**src/rtl/fetch_ctrl_pkg.sv**
```systemverilog
// fetch_ctrl_pkg
// Shared definitions for the fetch controller slice.
//   state_t   : 2-bit FSM encoding used by fetch_ctrl (BOOT, RUN, MEM_WAIT, HALT)
//   NOP_INSTR : the instruction word that a flushed IF/ID register holds (addi x0,x0,0)
package fetch_ctrl_pkg;

    typedef enum logic [1:0] {
        BOOT     = 2'd0,
        RUN      = 2'd1,
        MEM_WAIT = 2'd2,
        HALT     = 2'd3
    } state_t;

    localparam logic [31:0] NOP_INSTR = 32'h00000013;

endpackage

```
**src/rtl/fetch_ctrl_hazard_detect.sv**
```systemverilog
// hazard_detect
// Combinational load-use hazard detector for the ID stage.
// Ports:
//   mem_read  in  1  instruction in EX is a load
//   ex_rd     in  5  destination register of the instruction in EX
//   id_rs1    in  5  source register 1 of the instruction in ID
//   id_rs2    in  5  source register 2 of the instruction in ID
//   load_use  out 1  ID instruction needs the load result that is not ready yet
module hazard_detect
    import fetch_ctrl_pkg::*;
(
    input  logic       mem_read,
    input  logic [4:0] ex_rd,
    input  logic [4:0] id_rs1,
    input  logic [4:0] id_rs2,
    output logic       load_use
);

    // x0 is hard-wired to zero, so a load targeting it can never cause a hazard.
    always_comb begin
        load_use = mem_read && (ex_rd != 5'd0) &&
                   ((ex_rd == id_rs1) || (ex_rd == id_rs2));
    end

endmodule

```
**src/rtl/fetch_ctrl.sv**
```systemverilog
// fetch_ctrl
// Fetch-stage controller: boot sequencing, load-use stalls, branch redirects,
// instruction-memory wait handling with a sticky timeout flag, and halt/resume.
// Optional build macro: FETCH_CTRL_PERF_EN adds the stall_cnt/flush_cnt counters.
// Ports:
//   clk            in   rising-edge clock
//   reset          in   synchronous, active-high
//   branch_taken   in   EX-stage branch resolved taken
//   ID_EX_MemRead  in   EX instruction is a load
//   ID_EX_rd       in   EX destination register
//   IF_ID_rs1/rs2  in   ID source registers
//   imem_ready     in   instruction memory data valid this cycle
//   halt_req       in   request to freeze fetch
//   resume         in   leave HALT
//   PCSrc          out  select branch target into PC
//   PC_write       out  PC load enable
//   IF_ID_write    out  IF/ID load enable
//   IF_ID_flush    out  load NOP into IF/ID
//   ID_EX_flush    out  load bubble into ID/EX
//   halted         out  FSM is in HALT
//   mem_err        out  sticky instruction-memory timeout
//   stall_cnt      out  (FETCH_CTRL_PERF_EN) cycles with PC held in RUN/MEM_WAIT
//   flush_cnt      out  (FETCH_CTRL_PERF_EN) branch redirects taken
module fetch_ctrl
    import fetch_ctrl_pkg::*;
#(
    parameter int BOOT_CYCLES  = 2,
    parameter int MEM_WAIT_MAX = 15
) (
    input  logic        clk,
    input  logic        reset,
    input  logic        branch_taken,
    input  logic        ID_EX_MemRead,
    input  logic [4:0]  ID_EX_rd,
    input  logic [4:0]  IF_ID_rs1,
    input  logic [4:0]  IF_ID_rs2,
    input  logic        imem_ready,
    input  logic        halt_req,
    input  logic        resume,
    output logic        PCSrc,
    output logic        PC_write,
    output logic        IF_ID_write,
    output logic        IF_ID_flush,
    output logic        ID_EX_flush,
    output logic        halted,
    output logic        mem_err
`ifdef FETCH_CTRL_PERF_EN
    ,
    output logic [31:0] stall_cnt,
    output logic [31:0] flush_cnt
`endif
);

    localparam int BOOT_W = (BOOT_CYCLES > 1) ? $clog2(BOOT_CYCLES) : 1;

    state_t             state;
    state_t             state_next;
    logic [BOOT_W-1:0]  boot_cnt;
    logic [3:0]         wait_cnt;
    logic [3:0]         wait_cnt_next;
    logic               mem_err_q;
    logic               load_use;
    logic               boot_done;

    hazard_detect u_hazard_detect (
        .mem_read (ID_EX_MemRead),
        .ex_rd    (ID_EX_rd),
        .id_rs1   (IF_ID_rs1),
        .id_rs2   (IF_ID_rs2),
        .load_use (load_use)
    );

    assign boot_done = (boot_cnt == BOOT_W'(BOOT_CYCLES - 1));

    // Next-state and control decode. A branch redirect wins over stalls and
    // memory waits; halt_req only changes the next state so a coincident
    // redirect still completes. Reset forces the boot outputs immediately.
    always_comb begin
        state_next  = state;
        PCSrc       = 1'b0;
        PC_write    = 1'b0;
        IF_ID_write = 1'b0;
        IF_ID_flush = 1'b0;
        ID_EX_flush = 1'b0;

        case (state)
            BOOT: begin
                IF_ID_flush = 1'b1;
                ID_EX_flush = 1'b1;
                if (boot_done) begin
                    state_next = RUN;
                end
            end
            RUN: begin
                if (branch_taken) begin
                    PCSrc       = 1'b1;
                    PC_write    = 1'b1;
                    IF_ID_flush = 1'b1;
                    ID_EX_flush = 1'b1;
                end else if (load_use) begin
                    ID_EX_flush = 1'b1;
                end else if (!imem_ready) begin
                    IF_ID_flush = 1'b1;
                    state_next  = MEM_WAIT;
                end else begin
                    PC_write    = 1'b1;
                    IF_ID_write = 1'b1;
                end
                if (halt_req) begin
                    state_next = HALT;
                end
            end
            MEM_WAIT: begin
                if (branch_taken) begin
                    PCSrc       = 1'b1;
                    PC_write    = 1'b1;
                    IF_ID_flush = 1'b1;
                    ID_EX_flush = 1'b1;
                    state_next  = RUN;
                end else if (imem_ready) begin
                    PC_write    = 1'b1;
                    IF_ID_write = 1'b1;
                    state_next  = RUN;
                end else begin
                    IF_ID_flush = 1'b1;
                end
                if (halt_req) begin
                    state_next = HALT;
                end
            end
            HALT: begin
                // ID/EX keeps flowing so instructions already issued drain out.
                IF_ID_flush = 1'b1;
                if (resume) begin
                    state_next = RUN;
                end
            end
            default: begin
                state_next = BOOT;
            end
        endcase

        if (reset) begin
            state_next  = BOOT;
            PCSrc       = 1'b0;
            PC_write    = 1'b0;
            IF_ID_write = 1'b0;
            IF_ID_flush = 1'b1;
            ID_EX_flush = 1'b1;
        end
    end

    // The wait counter tracks how long we have been stuck in MEM_WAIT,
    // saturating at 15 and dropping to zero as soon as MEM_WAIT is left.
    always_comb begin
        wait_cnt_next = 4'd0;
        if (state_next == MEM_WAIT) begin
            wait_cnt_next = (wait_cnt == 4'hF) ? 4'hF : wait_cnt + 4'd1;
        end
    end

    // State register plus boot/wait counters and the sticky timeout flag.
    always_ff @(posedge clk) begin
        if (reset) begin
            state     <= BOOT;
            boot_cnt  <= '0;
            wait_cnt  <= 4'd0;
            mem_err_q <= 1'b0;
        end else begin
            state     <= state_next;
            boot_cnt  <= (state == BOOT) ? boot_cnt + BOOT_W'(1) : '0;
            wait_cnt  <= wait_cnt_next;
            if (wait_cnt_next == 4'(MEM_WAIT_MAX)) begin
                mem_err_q <= 1'b1;
            end
        end
    end

    // Status outputs read the registered state; reset masks them right away.
    assign halted  = (state == HALT) && !reset;
    assign mem_err = mem_err_q && !reset;

`ifdef FETCH_CTRL_PERF_EN
    // Performance counters: held-PC cycles while fetching, and branch redirects.
    always_ff @(posedge clk) begin
        if (reset) begin
            stall_cnt <= 32'd0;
            flush_cnt <= 32'd0;
        end else begin
            if (((state == RUN) || (state == MEM_WAIT)) && !PC_write) begin
                stall_cnt <= stall_cnt + 32'd1;
            end
            if (((state == RUN) || (state == MEM_WAIT)) && branch_taken) begin
                flush_cnt <= flush_cnt + 32'd1;
            end
        end
    end
`else
    // Default build carries no performance counters.
`endif

endmodule

```
**config.mk**
```make
export PLATFORM = sky130hd
export DESIGN_NAME = fetch_ctrl
export DESIGN_NICKNAME = d
export VERILOG_FILES = /design/src/rtl/fetch_ctrl_pkg.sv /design/src/rtl/fetch_ctrl_hazard_detect.sv /design/src/rtl/fetch_ctrl.sv
export SDC_FILE = /design/constraint.sdc
export NUM_CORES = 1
export LEC_CHECK = 0
export ABC_AREA = 1
export BUFFER_PORTS_ARGS = -buffer_cell sky130_fd_sc_hd__buf_2
export CAP_MARGIN = 20
export CORE_MARGIN = 5
export CORE_UTILIZATION = 45
export CTS_BUF_LIST = sky130_fd_sc_hd__clkbuf_2
export CTS_CLUSTER_DIAMETER = 150
export DETAILED_ROUTE_END_ITERATION = 12
export MAX_ROUTING_LAYER = met4
export PLACE_DENSITY = 0.76
export SLEW_MARGIN = 25
export SYNTH_ARGS = -nofsm -noshare
export SYNTH_HDL_FRONTEND = slang
export SYNTH_HIERARCHICAL = 1
export SYNTH_SLANG_ARGS = --single-unit
```
**constraint.sdc**
```tcl
create_clock -name clk -period 3.7 [get_ports clk]
set_input_delay 0.185 -clock clk [delete_from_list [all_inputs] [get_ports clk]]
set_output_delay 0.185 -clock clk [all_outputs]
set_load 0.005 [all_outputs]
```
# Word-level counts from Yosys, hierarchy flattened
# Cells that the tools add are included.
# word_totals
wordCells	62
in_bits	22
out_inout_bits	7
regBits	8
# op_classes
reduce_logical	11
mux	36
n_addsub	2
bitwise_logic	1
n_eq_ne	8
# op_table
cell	n
2-bit two-way mux	10
1-bit two-way mux	19
5-bit == test	2
4-bit == test, second input constant	2
4-bit two-way mux	2
2-bit one-hot mux with 4 select lines	1
2-bit == test, second input constant	3
1-bit one-hot mux with 3 select lines	2
2-bit OR reduction	3
5-bit nonzero test	1
4-bit by 1-bit adder with 4-bit output, second input constant	1
1-bit logical AND	4
1-bit one-hot mux with 2 select lines	2
2-bit by 1-bit == test with 1-bit output, second input constant	1
2-bit zero test	1
1-bit adder, second input constant	1
1-bit zero test	1
1-bit logical OR	1
1-bit inverter	1

# Longest topological paths before layout
# Gate-level depths: netlist (run 1).
# logic_depth
word_depth	11
mapped_depth	13
depth_no_buf	13

# Modules after synthesis
# The synthesis (run 1) kept the hierarchy.
# modules_own_cells
mod	cells_each	seq_area_each_um2	n_inst	area_per_inst_um2
fetch_ctrl	95	160.2	1	589.3
hazard_detect	45	0.0	1	195.2

# Least setup slack after synthesis (run 1)
# Ideal clock, no wire load.
# synth_timing
kind	register -> register
start	reg state[0]
end	reg wait_cnt[0]
setup_ns	0.120
synth_period_minus_slack_ns	1.432
n_path_buf	0
required_time_ns	3.580
arrival_time_ns	1.311
path_slack_ns	2.268
stages_incl_launch_ff	11
cell_sequence	dfxtp_1 -> inv_1 -> ha_1 -> nor2_1 -> inv_1 -> nand2_1 -> nand2_1 -> nor2_1 -> nor2_4 -> nand2_2 -> a21oi_1
# synth_between
elab_chain_cells	8
word_cells_on_any_way	17
classes_between	eq/ne: 4; mux: 12; reduce/logical: 1
# synth_lines
item	line	rtl
from (decl)	fetch_ctrl.sv:56	state_t state;
from (signal assigned)	fetch_ctrl.sv:170	state <= state_next;
2-bit two-way mux	fetch_ctrl.sv:102	end else if (!imem_ready) begin
2-bit two-way mux	fetch_ctrl.sv:100	end else if (load_use) begin
2-bit two-way mux	fetch_ctrl.sv:95	if (branch_taken) begin
2-bit two-way mux	fetch_ctrl.sv:109	if (halt_req) begin
2-bit one-hot mux with 4 select lines *	fetch_ctrl.sv:86	case (state)
2-bit two-way mux *	fetch_ctrl.sv:143	if (reset) begin
2-bit == test *	fetch_ctrl.sv:157	if (state_next == MEM_WAIT) begin
4-bit two-way mux *	fetch_ctrl.sv:157	
to (signal assigned)	fetch_ctrl.sv:172	wait_cnt <= wait_cnt_next;
to (decl)	fetch_ctrl.sv:59	logic [3:0] wait_cnt;
# Mark *: on every way between the ends. The rest lies on a longest branch, timed or not.
# A chain may end at the register's enable or synchronous reset.

# Final worst setup path (run 1)
# layout_timing
start	reg state[0]
end	out PC_write
# layout_between
elab_chain_cells	3
word_cells_on_any_way	4
classes_between	eq/ne: 2; mux: 2
# layout_lines
item	line	rtl
2-bit == test / 2-bit by 1-bit == test with 1-bit output (equally long branches)	fetch_ctrl.sv:86	
1-bit one-hot mux with 2 select lines *	fetch_ctrl.sv:86	
1-bit two-way mux *	fetch_ctrl.sv:143	
to (decl)	fetch_ctrl.sv:41	output logic PC_write,
# Marked as above.

==> key figures, run 1 <==
Critical path
  – Critical path data required time: roughly 3500 ps
  – Cell-by-cell listing of the critical path: inv_1 > ha_1 > o21ai_0 > a21oi_1 > buf_2
  – Arrival @ worst endpoint: 1580 ps
  – Highest-delay cell along the critical path: sky130_fd_sc_hd__dfxtp_1
  – Worst-case register-to-register setup slack: 2070 ps
  – Worst setup SP type: register
  – Gate family responsible for the most delay along the worst path: compound AO/OA/AOI/OAI gates
  – Crit path buf inv count: 2
  – Stage delay of the slowest cell on the critical path: approximately 400 ps
  – Class of the most critical setup path: reg -> out
  – Category of the worst setup path capture point: primary output
  – Crit-path max FO: 6

Final layout
  – Antenna diode instance count: 0
  – Nets: 201
  – Final standard cell count with taps included and fillers excluded: ~190
  – Proportion of layout cells with a drive suffix above 1: 0.240
  – Final design instance area without fill: between 900 and 1000 sq um
  – Fill cells: about 180
  – Layout overhead on the synthesized area: 22.5%
  – Final design utilization: 0.569

Synthesis
  – Count of distinct cell types in the synthesized netlist: 18
  – Leading cell types by total area after synthesis: sky130_fd_sc_hd__nand2_1 21%, sky130_fd_sc_hd__dfxtp_1 20%, sky130_fd_sc_hd__inv_1 12%
  – Async S/R FF share, synth: 0
  – Mapped Area: 785 sq um
  – Synth Net Count: approximately 170
  – Top FF cell, synth: sky130_fd_sc_hd__dfxtp_1
  – Adder and majority cell fraction of the synthesized area: 0.0957
  – Share of synthesized area spent on multiplexers: 0
  – Synthesized-area fraction occupied by and/or/nand/nor cells: 0.416
  – Count of flip-flops with a built-in enable after synthesis: 0
  – Post-Synthesis Cells: between 100 and 150
  – Share of synthesized area occupied by flip-flops and latches: 0.204
  – Synthesized area per cell: between 5 and 6 sq um
  – Yosys reg bits: 8
  – Synth Area in Compound Gates: 0.112
  – Combinational family with the most area after synthesis: simple AND/OR/NAND/NOR gates
  – Xor-xnor portion of the synthesized cell area: 0.0335
  – Area fraction of the dominant cell type after synthesis: 0.206
  – Most frequent cells after synthesis: 43 x sky130_fd_sc_hd__nand2_1, 25 x sky130_fd_sc_hd__inv_1, 21 x sky130_fd_sc_hd__nor2_1
  – Most numerous cell in the Yosys netlist: sky130_fd_sc_hd__nand2_1
  – Cell type with the highest aggregate area in the netlist: sky130_fd_sc_hd__nand2_1
  – Synth warnings: 6

Placed design
  – Port Buffers: 28
  – Area of placed instances: between 900 and 1000 sq um
  – Weighted congestion at the end of routability-driven global placement: a little under 0.9
  – Total instance count after detailed placement: 185
  – HPWL after detailed placement: between 1500 and 2000 microns

STA
  – Setup violations, final: 0
  – Highest clock frequency the design can meet: ~570 MHz
  – Clock skew: ~5.8 ps
  – Relative max-transition margin: 0.811
  – Shortest period the worst path allows: between 1500 and 2000 ps
  – Fraction of the cycle the final worst path needs: 0.476
  – Total Negative Setup Slacks: 0 ps
  – Final hold violation count: 0
  – Worst Tran Pin Value: 280 ps
  – RSZ-0062 raised after global routing: false
  – Total count of max-transition violations in the final report: 0

Clock network
  – Number of resized instances in the post-cts repair step: 0
  – CTS H-tree depth: 1
  – Insertion delay of the later-clocked pin in the worst-skew pair: around 230 ps
  – CTS Buf Count: 3
  – Max Root-Sink Buffers: 2
  – Clock-pin slew reported for the worst setup and hold paths after clock tree synthesis: about 70 ps
  – Hold buffer count at CTS: 0
  – CTS tree: yes
  – Sinks on Clock Net: 8
  – Root buffer selected by CTS: sky130_fd_sc_hd__clkbuf_2
  – Post-CTS repair timing setup buffer count: 0

GRT
  – Largest net degree at the start of global routing: 7
  – Initial antenna violation count: 0
  – Met3 track utilization from global routing: 0.0430
  – Met1 usage in global routing: 0.136
  – Global routing met2 resource utilization: 0.292
  – GRT Overall Usage: 0.146
  – Busiest layer in global routing: met2
  – Overall overflow remaining after global route: 0
  – Wire length of the first global-routing pass: 2930 microns
  – Via count of the first global-routing pass: just under 800

Drt
  – Vias post-DR: a little under 900
  – Routed vias/inst: 4.73
  – DRC errors left: 0
  – Count of nets left with antenna violations after detail routing: 0
  – DRT iter0 DRCs: 14
  – Average wire per cell in the routed design: approximately 9.6 microns
  – First-pass iteration count of the detailed router: 6
  – Total Wirelength: ~1800 microns

Power
  – Part of the total power dissipated in the clock network: 0.113
  – Cell internal pwr: ~0.22 mW
  – Sequential share of power: 0.309
  – IR drop worst, VDD: between 300 and 400 uV
  – Relative contribution of combinational cells to total power: 0.578
  – PwrDens: 438 nW/um^2
  – Sw Ratio: 0.471
  – Switching power summed over all nets: between 0.15 and 0.2 mW
  – Static leakage: 0.559 nW

Die
  – Number of top-level pins: 29
  – Overall die width: 51.8 microns
  – Die Height: between 50 and 60 microns
  – Area enclosed by the die boundary: ~2700 sq um
  – Cell Rows: 15
  – Std-Cell Core Area: between 1500 and 2000 sq um
  – Initial core utilization: 0.464

Worst hold path
  – Kind of path behind the tightest hold check: in -> reg

Status
  – Status: complete, no violations

Job
  – Max-cap check violation count: 0
-- metrics by stage --
stage          hold WS [ps]  setup slack, ps  power, mW
6_report                160             1940      0.421
5_1_grt                 158             1790      0.478
4_1_cts                 151             1920      0.425
3_5_place_dp            400             2080      0.377
3_3_place_gp            397             2190      0.364
2_1_floorplan           262             2270      0.304
-- registers in the layout, indices dropped and copies added, names as in the netlist --
name,count
wait_cnt,4
boot_cnt,1
state,2
mem_err_q,1
-- cell usage in the layout (no fill, tap or decap), types with 2 or more instances in the layout --
master and instances:
sky130_fd_sc_hd__nand2_1 43, sky130_fd_sc_hd__buf_2 28, sky130_fd_sc_hd__inv_1 25, sky130_fd_sc_hd__nor2_1 21
sky130_fd_sc_hd__o21ai_0 9, sky130_fd_sc_hd__dfxtp_1 8, sky130_fd_sc_hd__nand3_1 7, sky130_fd_sc_hd__ha_1 6
sky130_fd_sc_hd__a21oi_1 5, sky130_fd_sc_hd__inv_2 4, sky130_fd_sc_hd__clkbuf_2 3, sky130_fd_sc_hd__a21oi_2 2
sky130_fd_sc_hd__nand4_1 2, sky130_fd_sc_hd__xnor2_1 2
-- per-layer routing --
| layer | vias up | routed length [microns] |
|---|---|---|
| li1 | 489 | - |
| met2 | 19 | 944 |
| met4 | 0 | 6 |
| met5 | - | 0 |
| met3 | 2 | 98 |
| met1 | 380 | 750 |
-- power groups by stage --
stage          combinational, mW  sequential, mW  clock, mW
2_1_floorplan              0.179           0.126          0
3_3_place_gp               0.234           0.130          0
3_5_place_dp               0.245           0.132          0
4_1_cts                    0.246           0.130     0.0500
5_1_grt                    0.289           0.134     0.0553
6_report                   0.243           0.130     0.0476
-- area by class of cell --
type / count / area (sq um) / area share
timing repair buffer: 28 / 140 / 0.146
tap: 17 / 21.3 / 0.0221
inverter: 29 / 109 / 0.113
sequential: 8 / 160 / 0.167
clock buffer: 3 / 15.0 / 0.0156
multi-input combinational: 103 / 515 / 0.536
-- worst paths after layout --
check        cells after the start                     end                    from
min reg2reg                      2  mem_err_q$_SDFFE_PP0N_  mem_err_q$_SDFFE_PP0N_
min                              2     boot_cnt$_SDFF_PP0_                   reset
max reg2reg                     10  wait_cnt[0]$_SDFF_PP0_     state[0]$_SDFF_PP0_
max                              5                PC_write     state[0]$_SDFF_PP0_
-- kinds of logic after synthesis --
kind of cell,after synthesis
compound gates,16
xor+xnor,3
simple gates,78
buf+inv,29
flops,8
fa+ha+maj,6
Power figures use the tool's default switching activity.
==> run 2: changes to the inputs <==
- clock period: 3.7 -> 1.8 ns (I/O delays scaled with it)
==> run 2 against run 1 <==
Non-clock buffer count unchanged. Combinational power increased by 100%. Global-route usage decreased by 0.18 points. Register-to-register slack got worse by 1800 ps. Clock skew about the same. First-iteration DRC count increased by 14%.
==> key figures, run 2 (synthesis results as in run 1) <==
Final layout
  – Largest reg by FF count: wait_cnt
  – Fill cells: 175 (-2.2%)
  – Number of flip-flops in the largest register: 4 (unchanged)
  – Layout overhead on the synthesized area: 22.8%
  – Top Registers: wait_cnt (4), state (2)
  – Multi-input logic area: 515 sq um (unchanged)
  – Proportion of layout cells with a drive suffix above 1: 0.251 (+0.0117)
  – Nets: 201 (unchanged)
  – Combined flip-flop and latch cell area: 163 sq um (+1.6%)
  – Most common library cell in the layout ignoring fill and taps: sky130_fd_sc_hd__nand2_1
  – Antenna diode instance count: 0 (unchanged)
  – Most frequent cells in the layout: 43 x sky130_fd_sc_hd__nand2_1, 28 x sky130_fd_sc_hd__buf_2, 25 x sky130_fd_sc_hd__inv_1, 21 x sky130_fd_sc_hd__nor2_1, 9 x sky130_fd_sc_hd__o21ai_0

Critical path
  – Critical path data required time: 1710 ps (-1800 ps)
  – Arrival @ worst endpoint: 1500 ps (-80 ps)
  – Reg2reg start: state[0]$_SDFF_PP0_
  – Worst setup SP type: register
  – Stage delay of the slowest cell on the critical path: 370 ps (-30 ps)
  – Worst reg2reg path endpoint: wait_cnt[1]$_SDFF_PP0_
  – Worst-case register-to-register setup slack: 250 ps (-1820 ps)
  – Path depth of the worst reg2reg path: 10 (unchanged)
  – Class of the most critical setup path: reg -> out
  – Highest-delay cell along the critical path: sky130_fd_sc_hd__dfxtp_2
  – Worst path most repeated cell: sky130_fd_sc_hd__nor2_1
  – Cell-by-cell listing of the critical path: inv_1 > ha_1 > nand2_1 > nor2_1 > o21ai_0 > nor2_1 > buf_2
  – Crit-path max FO: 5 (-1)
  – Category of the worst setup path capture point: primary output

Die
  – Overall die width: 51.8 microns (unchanged)
  – Die Height: 51.8 microns (unchanged)
  – Initial core utilization: 0.464 (unchanged)
  – Std-Cell Core Area: 1690 sq um (unchanged)
  – Number of top-level pins: 29 (unchanged)
  – Area enclosed by the die boundary: 2680 sq um (unchanged)
  – Cell Rows: 15 (unchanged)

STA
  – Final hold violation count: 0 (unchanged)
  – Fraction of the cycle the final worst path needs: 0.885
  – Worst Tran Pin Value: 229 ps (-50.9 ps)
  – Relative max-transition margin: 0.846 (+0.0343)
  – Shortest period the worst path allows: between 1500 and 2000 ps
  – RSZ-0062 raised after global routing: false
  – Final setup slack of the worst path: 208 ps (-1730 ps)
  – Total count of max-transition violations in the final report: 0 (unchanged)
  – Clock skew: 6.06 ps (+0.246 ps)
  – Setup violations, final: 0 (unchanged)
  – Highest clock frequency the design can meet: ~630 MHz
  – Total Negative Setup Slacks: 0 ps (unchanged)

Drt
  – Average wire per cell in the routed design: 9.04 microns (-5.6%)
  – Vias post-DR: 898 (+0.90%)
  – First-pass iteration count of the detailed router: 4 (-2)
  – Total Wirelength: 1700 microns (-5.6%)
  – DRT iter0 DRCs: 16 (+2)
  – Count of nets left with antenna violations after detail routing: 0 (unchanged)
  – Routed vias/inst: 4.78 (+0.90%)
  – DRC errors left: 0 (unchanged)

Clock network
  – CTS tree: yes
  – Clock-pin slew reported for the worst setup and hold paths after clock tree synthesis: 80 ps (about the same)
  – CTS H-tree depth: 1 (unchanged)
  – Sinks on Clock Net: 8 (unchanged)
  – Post-CTS repair timing setup buffer count: 0 (unchanged)
  – Max Root-Sink Buffers: 2 (unchanged)
  – Insertion delay of the later-clocked pin in the worst-skew pair: 240 ps (about the same)
  – CTS Buf Count: 3 (unchanged)
  – Root buffer selected by CTS: sky130_fd_sc_hd__clkbuf_2

Placed design
  – Worst-case setup slack after placement: 199 ps (-1880 ps)
  – Weighted congestion at the end of routability-driven global placement: 0.882 (-0.89%)
  – Port Buffers: 28 (unchanged)
  – HPWL after detailed placement: 1480 microns (-5.6%)

Power
  – Static leakage: 0.559 nW (+0.13%)
  – IR drop worst, VDD: 633 uV (+63%)
  – PwrDens: 904 nW/um^2 (+110%)
  – Overall power after layout: 0.871 mW (+110%)

Worst hold path
  – Kind of path behind the tightest hold check: in -> reg
  – Source of the worst hold timing path: reset
  – Hold Path Stages: 2 (unchanged)
  – Endpoint of the worst hold-timing path: boot_cnt$_SDFF_PP0_

GRT
  – Wire length of the first global-routing pass: 2910 microns (-0.72%)
  – Via count of the first global-routing pass: 790 (+1.8%)
  – Initial antenna violation count: 0 (unchanged)
  – Largest net degree at the start of global routing: 7 (unchanged)
  – Overall overflow remaining after global route: 0 (unchanged)
  – GRT Overall Usage: 0.144 (-0.00185)

Job
  – Max-cap check violation count: 0 (unchanged)

Status
  – Status: complete, no violations
-- run 2: changes by cell type in the layout (fill, tap and decap cells not counted) --
cell,change
sky130_fd_sc_hd__dfxtp_2,+2
sky130_fd_sc_hd__dfxtp_1,-2
-- run 2: layout make-up --
cell class | count | share of cell area
Multi-Input combinational cell | 103 | 0.535
Sequential cell | 8 | 0.169
Timing Repair Buffer | 28 | 0.145
Inverter | 29 | 0.113
Tap cell | 17 | 0.0221
Clock buffer | 3 | 0.0156
-- run 2: metrics by stage --
stage	hold WS, ps	area (sq um)	utilization	cells
after CTS	45.6	961	0.569	188
after global routing	61.8	963	0.570	188
after floorplan	167	785	-	140
after global placement	301	946	0.560	185
final	57.1	963	0.570	188
after detailed placement	302	946	0.560	185
-- run 2: critical path, delay by kind of cell (launching register included) --
| family | cells | cell delay (ps) |
|---|---|---|
| adders and majority gates | 1 | 290 |
| DFF | 1 | 370 |
| and+or+nand+nor | 3 | 290 |
| buffers and inverters | 2 | 210 |
| AOI/OAI and AO/OA | 1 | 100 |
-- run 2: worst max-delay path by stage --
stage | startpoint | endpoint | slack, ps | depth (start not counted)
after floorplan | state[0]$_SDFF_PP0_ | wait_cnt[0]$_SDFF_PP0_ | 370 | 10
after global placement | state[0]$_SDFF_PP0_ | wait_cnt[0]$_SDFF_PP0_ | 290 | 10
after detailed placement | state[1]$_SDFF_PP0_ | wait_cnt[0]$_SDFF_PP0_ | 200 | 10
after CTS | state[1]$_SDFF_PP0_ | IF_ID_write | 110 | 7
after global routing | state[1]$_SDFF_PP0_ | IF_ID_write | 40 | 7
final | state[0]$_SDFF_PP0_ | IF_ID_write | 210 | 7
-- run 2: report_power, final --
group | switching, mW | total (mW) | internal [mW] | leakage [nW]
combinational | 0.301 | 0.494 | 0.193 | 0.481
clock | 0.0603 | 0.106 | 0.0454 | 0.0125
sequential | 0.0471 | 0.271 | 0.223 | 0.0659
-- run 2: routing by layer --
| layer | part of all wire | track usage |
|---|---|---|
| met1 | 0.44 | 0.158 |
| met3 | 0.049 | 0.0172 |
| met4 | 0.0047 | 0.0655 |
| met2 | 0.50 | 0.258 |
| met5 | 0 | - |
-- run 2: repair_timing --
item / in CTS / in global routing
gates resized for setup: 0 / 2
hold buffers: 0 / 0
endpoints found under the setup margin: 0 / 3
